`src/rtl/fifo_thr_pkg.sv`:
```
// Shared helpers for the fifo_thr stream buffer: occupancy threshold compares and error-flag layout.
// The error flags exist only when FIFO_THR_ERR_FLAGS_EN is defined.
package fifo_thr_pkg;

    localparam int ERR_W       = 2;
    localparam int ERR_OVF_BIT = 0;
    localparam int ERR_UNF_BIT = 1;

    function automatic logic cnt_ge(input logic [31:0] cnt, input logic [31:0] thr);
        return (cnt >= thr);
    endfunction

    function automatic logic cnt_le(input logic [31:0] cnt, input logic [31:0] thr);
        return (cnt <= thr);
    endfunction

endpackage

```
`src/rtl/fifo_thr_ram.sv`:
```
// Simple dual-port storage for fifo_thr: synchronous write, asynchronous read, no reset.
module fifo_thr_ram #(
    parameter int DWIDTH = 8,
    parameter int AWIDTH = 4
) (
    input  logic              clk_i,
    input  logic              we_i,
    input  logic [AWIDTH-1:0] waddr_i,
    input  logic [DWIDTH-1:0] wdata_i,
    input  logic [AWIDTH-1:0] raddr_i,
    output logic [DWIDTH-1:0] rdata_o
);

    logic [DWIDTH-1:0] mem_r [2**AWIDTH];

    // Write port
    always_ff @(posedge clk_i) begin
        if (we_i) begin
            mem_r[waddr_i] <= wdata_i;
        end
    end

    assign rdata_o = mem_r[raddr_i];

endmodule

```
`src/rtl/fifo_thr.sv`:
```
// Single-clock FIFO with true occupancy count, programmable thresholds and normal/showahead reads.
// Define FIFO_THR_ERR_FLAGS_EN to add sticky ovf_o/unf_o flags for ignored requests.
module fifo_thr
    import fifo_thr_pkg::*;
#(
    parameter int DWIDTH       = 8,
    parameter int AWIDTH       = 4,
    parameter int SHOWAHEAD    = 0,
    parameter int ALMOST_FULL  = 2**AWIDTH - 2,
    parameter int ALMOST_EMPTY = 2
) (
    input  logic              clk_i,
    input  logic              srst_i,
    input  logic              wr_req_i,
    input  logic [DWIDTH-1:0] data_i,
    input  logic              rd_req_i,
    output logic [DWIDTH-1:0] q_o,
    output logic [AWIDTH:0]   usedw_o,
    output logic              empty_o,
    output logic              full_o,
    output logic              almost_full_o,
    output logic              almost_empty_o
`ifdef FIFO_THR_ERR_FLAGS_EN
    ,
    output logic              ovf_o,
    output logic              unf_o
`endif
);

    typedef logic [AWIDTH:0] fifo_cnt_t;

    localparam fifo_cnt_t         CNT_ZERO_C = {(AWIDTH+1){1'b0}};
    localparam fifo_cnt_t         CNT_ONE_C  = {{AWIDTH{1'b0}}, 1'b1};
    localparam fifo_cnt_t         CNT_FULL_C = {1'b1, {AWIDTH{1'b0}}};
    localparam logic [AWIDTH-1:0] PTR_ZERO_C = {AWIDTH{1'b0}};
    localparam logic [AWIDTH-1:0] PTR_ONE_C  = {{(AWIDTH-1){1'b0}}, 1'b1};

    logic [AWIDTH-1:0] wr_ptr_r;
    logic [AWIDTH-1:0] rd_ptr_r;
    fifo_cnt_t         cnt_r;
    logic              rd_acc_s;
    logic              wr_acc_s;
    logic [DWIDTH-1:0] ram_rdata_s;

    assign usedw_o        = cnt_r;
    assign empty_o        = (cnt_r == CNT_ZERO_C);
    assign full_o         = (cnt_r == CNT_FULL_C);
    assign almost_full_o  = cnt_ge(32'(cnt_r), 32'(ALMOST_FULL));
    assign almost_empty_o = cnt_le(32'(cnt_r), 32'(ALMOST_EMPTY));

    // Request qualification: a full FIFO still accepts a write when a read frees a slot
    always_comb begin
        rd_acc_s = 1'b0;
        wr_acc_s = 1'b0;
        if (srst_i) begin
            rd_acc_s = rd_req_i & ~empty_o;
            wr_acc_s = wr_req_i & (~full_o | rd_acc_s);
        end else begin
            rd_acc_s = 1'b0;
            wr_acc_s = 1'b0;
        end
    end

    // Pointer and occupancy count update
    always_ff @(posedge clk_i) begin
        if (!srst_i) begin
            wr_ptr_r <= PTR_ZERO_C;
            rd_ptr_r <= PTR_ZERO_C;
            cnt_r    <= CNT_ZERO_C;
        end else begin
            if (wr_acc_s) begin
                wr_ptr_r <= wr_ptr_r + PTR_ONE_C;
            end
            if (rd_acc_s) begin
                rd_ptr_r <= rd_ptr_r + PTR_ONE_C;
            end
            case ({wr_acc_s, rd_acc_s})
                2'b10:   cnt_r <= cnt_r + CNT_ONE_C;
                2'b01:   cnt_r <= cnt_r - CNT_ONE_C;
                default: cnt_r <= cnt_r;
            endcase
        end
    end

    fifo_thr_ram #(
        .DWIDTH (DWIDTH),
        .AWIDTH (AWIDTH)
    ) u_ram (
        .clk_i   (clk_i),
        .we_i    (wr_acc_s),
        .waddr_i (wr_ptr_r),
        .wdata_i (data_i),
        .raddr_i (rd_ptr_r),
        .rdata_o (ram_rdata_s)
    );

    if (SHOWAHEAD != 0) begin : g_showahead
        assign q_o = ram_rdata_s;
    end else begin : g_normal
        logic [DWIDTH-1:0] q_r;

        // Read data register: loads the head word on an accepted read, holds otherwise
        always_ff @(posedge clk_i) begin
            if (!srst_i) begin
                q_r <= {DWIDTH{1'b0}};
            end else if (rd_acc_s) begin
                q_r <= ram_rdata_s;
            end
        end

        assign q_o = q_r;
    end

`ifdef FIFO_THR_ERR_FLAGS_EN
    logic [ERR_W-1:0] err_r;

    // Sticky overflow/underflow capture, cleared only by reset
    always_ff @(posedge clk_i) begin
        if (!srst_i) begin
            err_r <= {ERR_W{1'b0}};
        end else begin
            err_r[ERR_OVF_BIT] <= err_r[ERR_OVF_BIT] | (wr_req_i & ~wr_acc_s);
            err_r[ERR_UNF_BIT] <= err_r[ERR_UNF_BIT] | (rd_req_i & ~rd_acc_s);
        end
    end

    assign ovf_o = err_r[ERR_OVF_BIT];
    assign unf_o = err_r[ERR_UNF_BIT];
`endif

endmodule
```
`config.mk`:
```
export PLATFORM = sky130hd
export DESIGN_NAME = fifo_thr
export DESIGN_NICKNAME = d
export VERILOG_FILES = /design/src/rtl/fifo_thr_pkg.sv /design/src/rtl/fifo_thr_ram.sv /design/src/rtl/fifo_thr.sv
export SDC_FILE = /design/constraint.sdc
export NUM_CORES = 1
export LEC_CHECK = 0
export BUFFER_PORTS_ARGS = -buffer_cell sky130_fd_sc_hd__buf_2
export CORE_AREA = 2 2 172 124
export CTS_CLUSTER_DIAMETER = 30
export DETAILED_ROUTE_END_ITERATION = 8
export DIE_AREA = 0 0 174 126
export PLACE_DENSITY_LB_ADDON = 0.12
export SKIP_LAST_GASP = 1
export SYNTH_ARGS = -nofsm -noshare
export SYNTH_HDL_FRONTEND = slang
export SYNTH_SLANG_ARGS = --single-unit
```
`constraint.sdc`:
```
create_clock -name clk_i -period 4.02 [get_ports clk_i]
set_input_delay 0.402 -clock clk_i [delete_from_list [all_inputs] [get_ports clk_i]]
set_output_delay 0.402 -clock clk_i [all_outputs]
set_load 0.05 [all_outputs]
```
* Word level (Yosys, flattened, before mapping)
Memory sizes are Yosys's and may differ from the RTL's. A register that Yosys moved wholly into a read port is not among the register bits.
Index checks and enable logic that the tools add are counted.
Widths: inputs -> output; s select.
** Operators by class
- Add/subtract/negate cells :: 4
- $lt $le $gt $ge :: 2
- Equality and inequality tests :: 3
- Mux-type cells :: 5
- Bitwise logic cells :: 5
- Reduce and logical (&&, ||, !) cells :: 3
** Operators by type and width (count)
- $pmux 5 s2 :: 1
- $add 4x1->4 const B :: 2
- $add 5x1->5 const B :: 1
- $eq 5x5->1 const B :: 1
- $ge 5x4->1 const B :: 1
- $le 5x2->1 const B :: 1
- $logic_not 5->1 :: 1
- $sub 5x1->5 const B :: 1
- $mux 1 :: 4
- $and 1x1->1 :: 2
- $eq 2x1->1 const B :: 1
- $eq 2x2->1 const B :: 1
- $not 1->1 :: 2
- $reduce_bool 2->1 :: 1
- $logic_not 1->1 :: 1
- $or 1x1->1 :: 1
** Word-level totals
- Register bits after elaboration :: 13
- RAM bits :: 128
- Output and inout bits :: 17
- Memories kept :: 1
** Memories
- u_ram.mem_r :: depth 16, bits a word 8, read ports 1, clocked after memory_dff 1, wr ports 1, line fifo_thr_ram.sv:14 : logic [DWIDTH-1:0] mem_r [2**AWIDTH];

* Longest topological paths before layout
- Depth after elaboration :: 8
- Depth in mapped cells :: 13
- Depth with buffers taken out :: 12

* By module
A second synthesis with hierarchy kept.
** Unflattened totals
- Cells, all modules :: 331
- Area total of the unflattened synthesis :: 6023.3 µm²
** Modules (own cells, without submodules)
- fifo_thr_ram :: instances 1, cells each 221, area an instance 4987.3 µm², seq. area each 3843.7 µm²
- fifo_thr :: instances 1, cells each 110, area an instance 1036.0 µm², seq. area each 420.4 µm²

* Least setup slack after synthesis
No wires, ideal clock.
- Path type :: register to output
- Start :: reg cnt_r[1] (netlist: usedw_o[1])
- End :: out almost_empty_o
- Arrival :: 3.084 ns
- Required time :: 3.618 ns
- Setup slack :: 0.534 ns
- Stages on the path, launching flop included :: 2
- Path buffers :: 0
- Cells stage by stage :: dfxtp_1 > a2111oi_0
** Between the ends
- Word-level cells in the longest chain between the ends :: 1
** Ends and longest elaborated chain
- from (decl) :: line fifo_thr.sv:40 : fifo_cnt_t cnt_r;
- from (signal assigned) :: line fifo_thr.sv:78 : 2'b10: cnt_r <= cnt_r + CNT_ONE_C;
- from (signal assigned) :: line fifo_thr.sv:79 : 2'b01: cnt_r <= cnt_r - CNT_ONE_C;
- from (signal assigned) :: line fifo_thr.sv:80 : default: cnt_r <= cnt_r;
- $le 5x2->1 :: line fifo_thr_pkg.sv:14 : return (cnt <= thr);
- to (decl) :: line fifo_thr.sv:22 : output logic almost_empty_o
No other way between the ends.

* Final worst setup path
- Start :: reg cnt_r[1] (netlist: usedw_o[1])
- End :: reg cnt_r[4] (netlist: usedw_o[4])
** Between the ends
- Elaborated cells between the ends (all ways) :: 15
- Classes of those cells :: add/sub (2); eq/ne (3); mux (3); bitwise (5); reduce/logical (2)
** RTL lines
- $logic_not 5->1 (*) :: line fifo_thr.sv:46 : assign empty_o = (cnt_r == CNT_ZERO_C);
- $not 1->1 (*) :: line fifo_thr.sv:56 : rd_acc_s = rd_req_i & ~empty_o;
- $and 1x1->1 (*) :: line fifo_thr.sv:56
- $mux 1 (*) :: line fifo_thr.sv:55 : if (srst_i) begin
- net rd_acc_s :: line fifo_thr.sv:41 : logic rd_acc_s;
- $eq 2x1->1 / $eq 2x2->1 (equally long branches) :: line fifo_thr.sv:77 : case ({wr_acc_s, rd_acc_s})
- $pmux 5 s2 / $reduce_bool 2->1 (equally long branches)
The timed path passes the listed nets; every way through them passes the cells marked *.
A chain may end at the register's enable or synchronous reset.

==> impl_metrics.env <==
export IMPL_grt_pass1_vias=3184
export IMPL_setup_tns_final_ps=0
export IMPL_syn_area_per_cell_sq_um=16.05
export IMPL_clock_path_buffers=2
export IMPL_synth_cells=373
export IMPL_worst_clock_skew_ps=8.016
export IMPL_num_antenna_cells=0
export IMPL_postRouteAntennaNets=0
export IMPL_startpoint_type="register"
export IMPL_crit_required_ps=4330
export IMPL_fmax_mhz=295.7
export IMPL_numCtsBuffers=17
export IMPL_routed_via_density=4.607
export IMPL_hp_class="in2reg"
export IMPL_criticalPathCategory="reg2reg"
export IMPL_r2r_start="usedw_o[1]$_SDFFE_PN0P_"
export IMPL_drc=0
export IMPL_ys_ff_latch=149
export IMPL_status="finished clean"
export IMPL_hold_viol=0
export IMPL_cts_tree="yes"
export IMPL_critPathCaptureType="register"
export IMPL_yosysWarnings=0
export IMPL_crit_family="simple AND/OR/NAND/NOR gates"
export IMPL_io_pins=29
export IMPL_gp_congestion=0.7686
export IMPL_timing_slew_headroom_pct=32.29
export IMPL_cts_max_level=4
export IMPL_clk_latency_ps=420
export IMPL_io_buffers=28
export IMPL_crit_path_start="usedw_o[1]$_SDFFE_PN0P_"
export IMPL_cpMostUsedCell="ha_1"
export IMPL_async_flop_share_pct=0
export IMPL_core_area_sq_um=20260
export IMPL_synth_edff_count=128
export IMPL_path_buf_inv=0
export IMPL_clk_pin_slew_ps=60
export IMPL_maxCapViolCount=0
export IMPL_cts_sinks=149
export IMPL_grt_overflow=0
export IMPL_period_share_pct=84.12
export IMPL_hold_path_end="u_ram.mem_r[15][1]$_DFFE_PP_"
export IMPL_grt_pass1_wl_mm=20.91
export IMPL_drt_initial_drc_count=251
export IMPL_drtPass1Iterations=5
export IMPL_leakagePower_nw=2.286
export IMPL_setup_violations=0
export IMPL_post_place_ws_ps=657.5
export IMPL_antenna_found_initial=0
export IMPL_path_cells="or4_4 -> o21a_1 -> and2_4 -> ha_1 -> ha_1 -> nor2b_1 -> o21ai_0 -> a21oi_1 -> or3b_2 -> mux2i_1"
export IMPL_post_cts_resized=0
export IMPL_syn_nets=395
export IMPL_synth_area_sq_um=5986
export IMPL_ys_types=38
export IMPL_worst_r2r_path_depth=10
export IMPL_mostFrequentLayoutCell="edfxtp_1"
export IMPL_vias=3211
export IMPL_stdcell_count=697
export IMPL_path_max_fanout=21
export IMPL_finish_net_count=430
export IMPL_ys_seq_area_share_pct=71.24
export IMPL_cts_hold_buf=0
export IMPL_root_buffer="clkbuf_16"
export IMPL_die_w_microns=174
export IMPL_r2r_setup_slack_ps=640
export IMPL_ys_flop_type="edfxtp_1"
export IMPL_final_cell_mix="edfxtp_1, mux2i_1, buf_2"
export IMPL_drive_above_1_share_pct=19.95
export IMPL_cpMaxStageDelayCell="or4_4"
export IMPL_wl_mm=13.96
export IMPL_postCtsSetupRepairBufs=0
export IMPL_start_util_pct=29.55
export IMPL_crit_arrival_ps=3690
export IMPL_grt_total_usage_pct=13.39
export IMPL_slew_violations=0
export IMPL_peakVddDrop_uv=182.4
export IMPL_grt_max_degree=25
export IMPL_worstHoldStart="data_i[1]"
export IMPL_power_total_mw=3.772
export IMPL_die_area_sq_um=21920
export IMPL_worst_pin_slew_ps=1012
export IMPL_p_per_area_nw_per_um2=534.0
export IMPL_wl_per_cell_microns=20.03
export IMPL_hold_depth=1
export IMPL_period_minus_slack_ps=3382
export IMPL_dpl_hpwl_mm=9.404
export IMPL_r2r_end="usedw_o[4]$_SDFFE_PN0P_"
export IMPL_dp_cells=665
export IMPL_die_y_microns=126
export IMPL_grt_setup_unrepaired="false"
export IMPL_slowest_delay_ps=540
export IMPL_area_growth_pct=18.00
export IMPL_worst_slack_ps=638.3
export IMPL_fp_row_count=44
## area by class of cell
class	count	area [sq um]
Clock inverter	15	205.2
Timing Repair Buffer	35	192.7
Fill cell	2011	13200
Sequential cell	149	4265
Tap cell	276	345.3
Multi-Input combinational cell	197	1599
Clock buffer	17	425.4
Inverter	8	30.03
## synth_stat cells, types with 2 or more instances
cell type | instances | area [sq um]
a2111oi_0 | 7 | 61.31
a21oi_1 | 8 | 40.04
a22oi_1 | 2 | 15.01
a31oi_1 | 2 | 12.51
and2_1 | 8 | 50.05
buf_1 | 2 | 7.510
buf_2 | 7 | 35.03
buf_4 | 2 | 15.01
buf_6 | 2 | 22.52
clkbuf_1 | 6 | 22.52
dfxtp_1 | 21 | 420.4
edfxtp_1 | 128 | 3844
ha_1 | 9 | 112.6
inv_1 | 8 | 30.03
mux2i_1 | 48 | 480.5
mux4_2 | 10 | 225.2
nand2_1 | 16 | 60.06
nand2b_1 | 3 | 18.77
nand3_1 | 3 | 15.01
nand3b_1 | 2 | 15.01
nand4_1 | 2 | 12.51
nor2_1 | 17 | 63.81
nor2b_1 | 4 | 25.02
nor3_1 | 5 | 25.02
o21ai_0 | 12 | 60.06
o22ai_1 | 22 | 137.6
xnor2_1 | 4 | 35.03
xor2_1 | 3 | 26.28
## state kept, by name, summed over array words and instances (netlist names)
name         flops
rd_ptr_r         4
usedw_o          5
wr_ptr_r         4
q_o              8
u_ram.mem_r    128
## routing by layer
metal | part of all wire, % | track usage, % | up-vias
li1 | - | - | 1522
met1 | 49 | 19.60 | 1615
met2 | 45 | 19.66 | 58
met3 | 4.6 | 2.717 | 16
met4 | 1.4 | 4.894 | 0
met5 | 0 | 0 | -
## worst max path at each step
stage | end | slack, ps | cells after the start
finish | usedw_o[4]$_SDFFE_PN0P_ | 640 | 10
global route | usedw_o[4]$_SDFFE_PN0P_ | 410 | 10
CTS | usedw_o[4]$_SDFFE_PN0P_ | 630 | 10
detailed placement | usedw_o[4]$_SDFFE_PN0P_ | 660 | 10
global placement | usedw_o[4]$_SDFFE_PN0P_ | 700 | 10
floorplan | almost_empty_o | 530 | 1
## worst reg2reg max path, delay by kind of cell (launching register included)
family | cells | cell delay (ps)
mux | 1 | 130
simple gates | 4 | 1430
flops | 1 | 380
fa+ha+maj | 2 | 580
compound gates | 3 | 750
## power breakdown
group | switching (mW) | internal (mW)
Combinational | 0.234 | 0.106
Clock | 0.643 | 1.04
Sequential | 0.0353 | 1.71
## logic make-up after synthesis
logic type | synth area share, %
muxes | 11.79
adders and majority gates | 2.216
and+or+nand+nor | 5.351
xor gates and xnor gates | 1.024
DFF | 71.24
buffers and inverters | 2.216
AOI/OAI and AO/OA | 6.166
## metrics by stage
step                      hold slack (ps)  instance area (sq um)  utilization [%]
after global routing                398.7                   7063            34.86
final                               394.4                   7063            34.86
after CTS                           387.4                   7063            34.86
after floorplan                     481.4                   5986                -
after global placement              522.8                   6432            31.75
after detailed placement            530.2                   6432            31.75
Note: power is estimated with default switching activity, not from simulation.
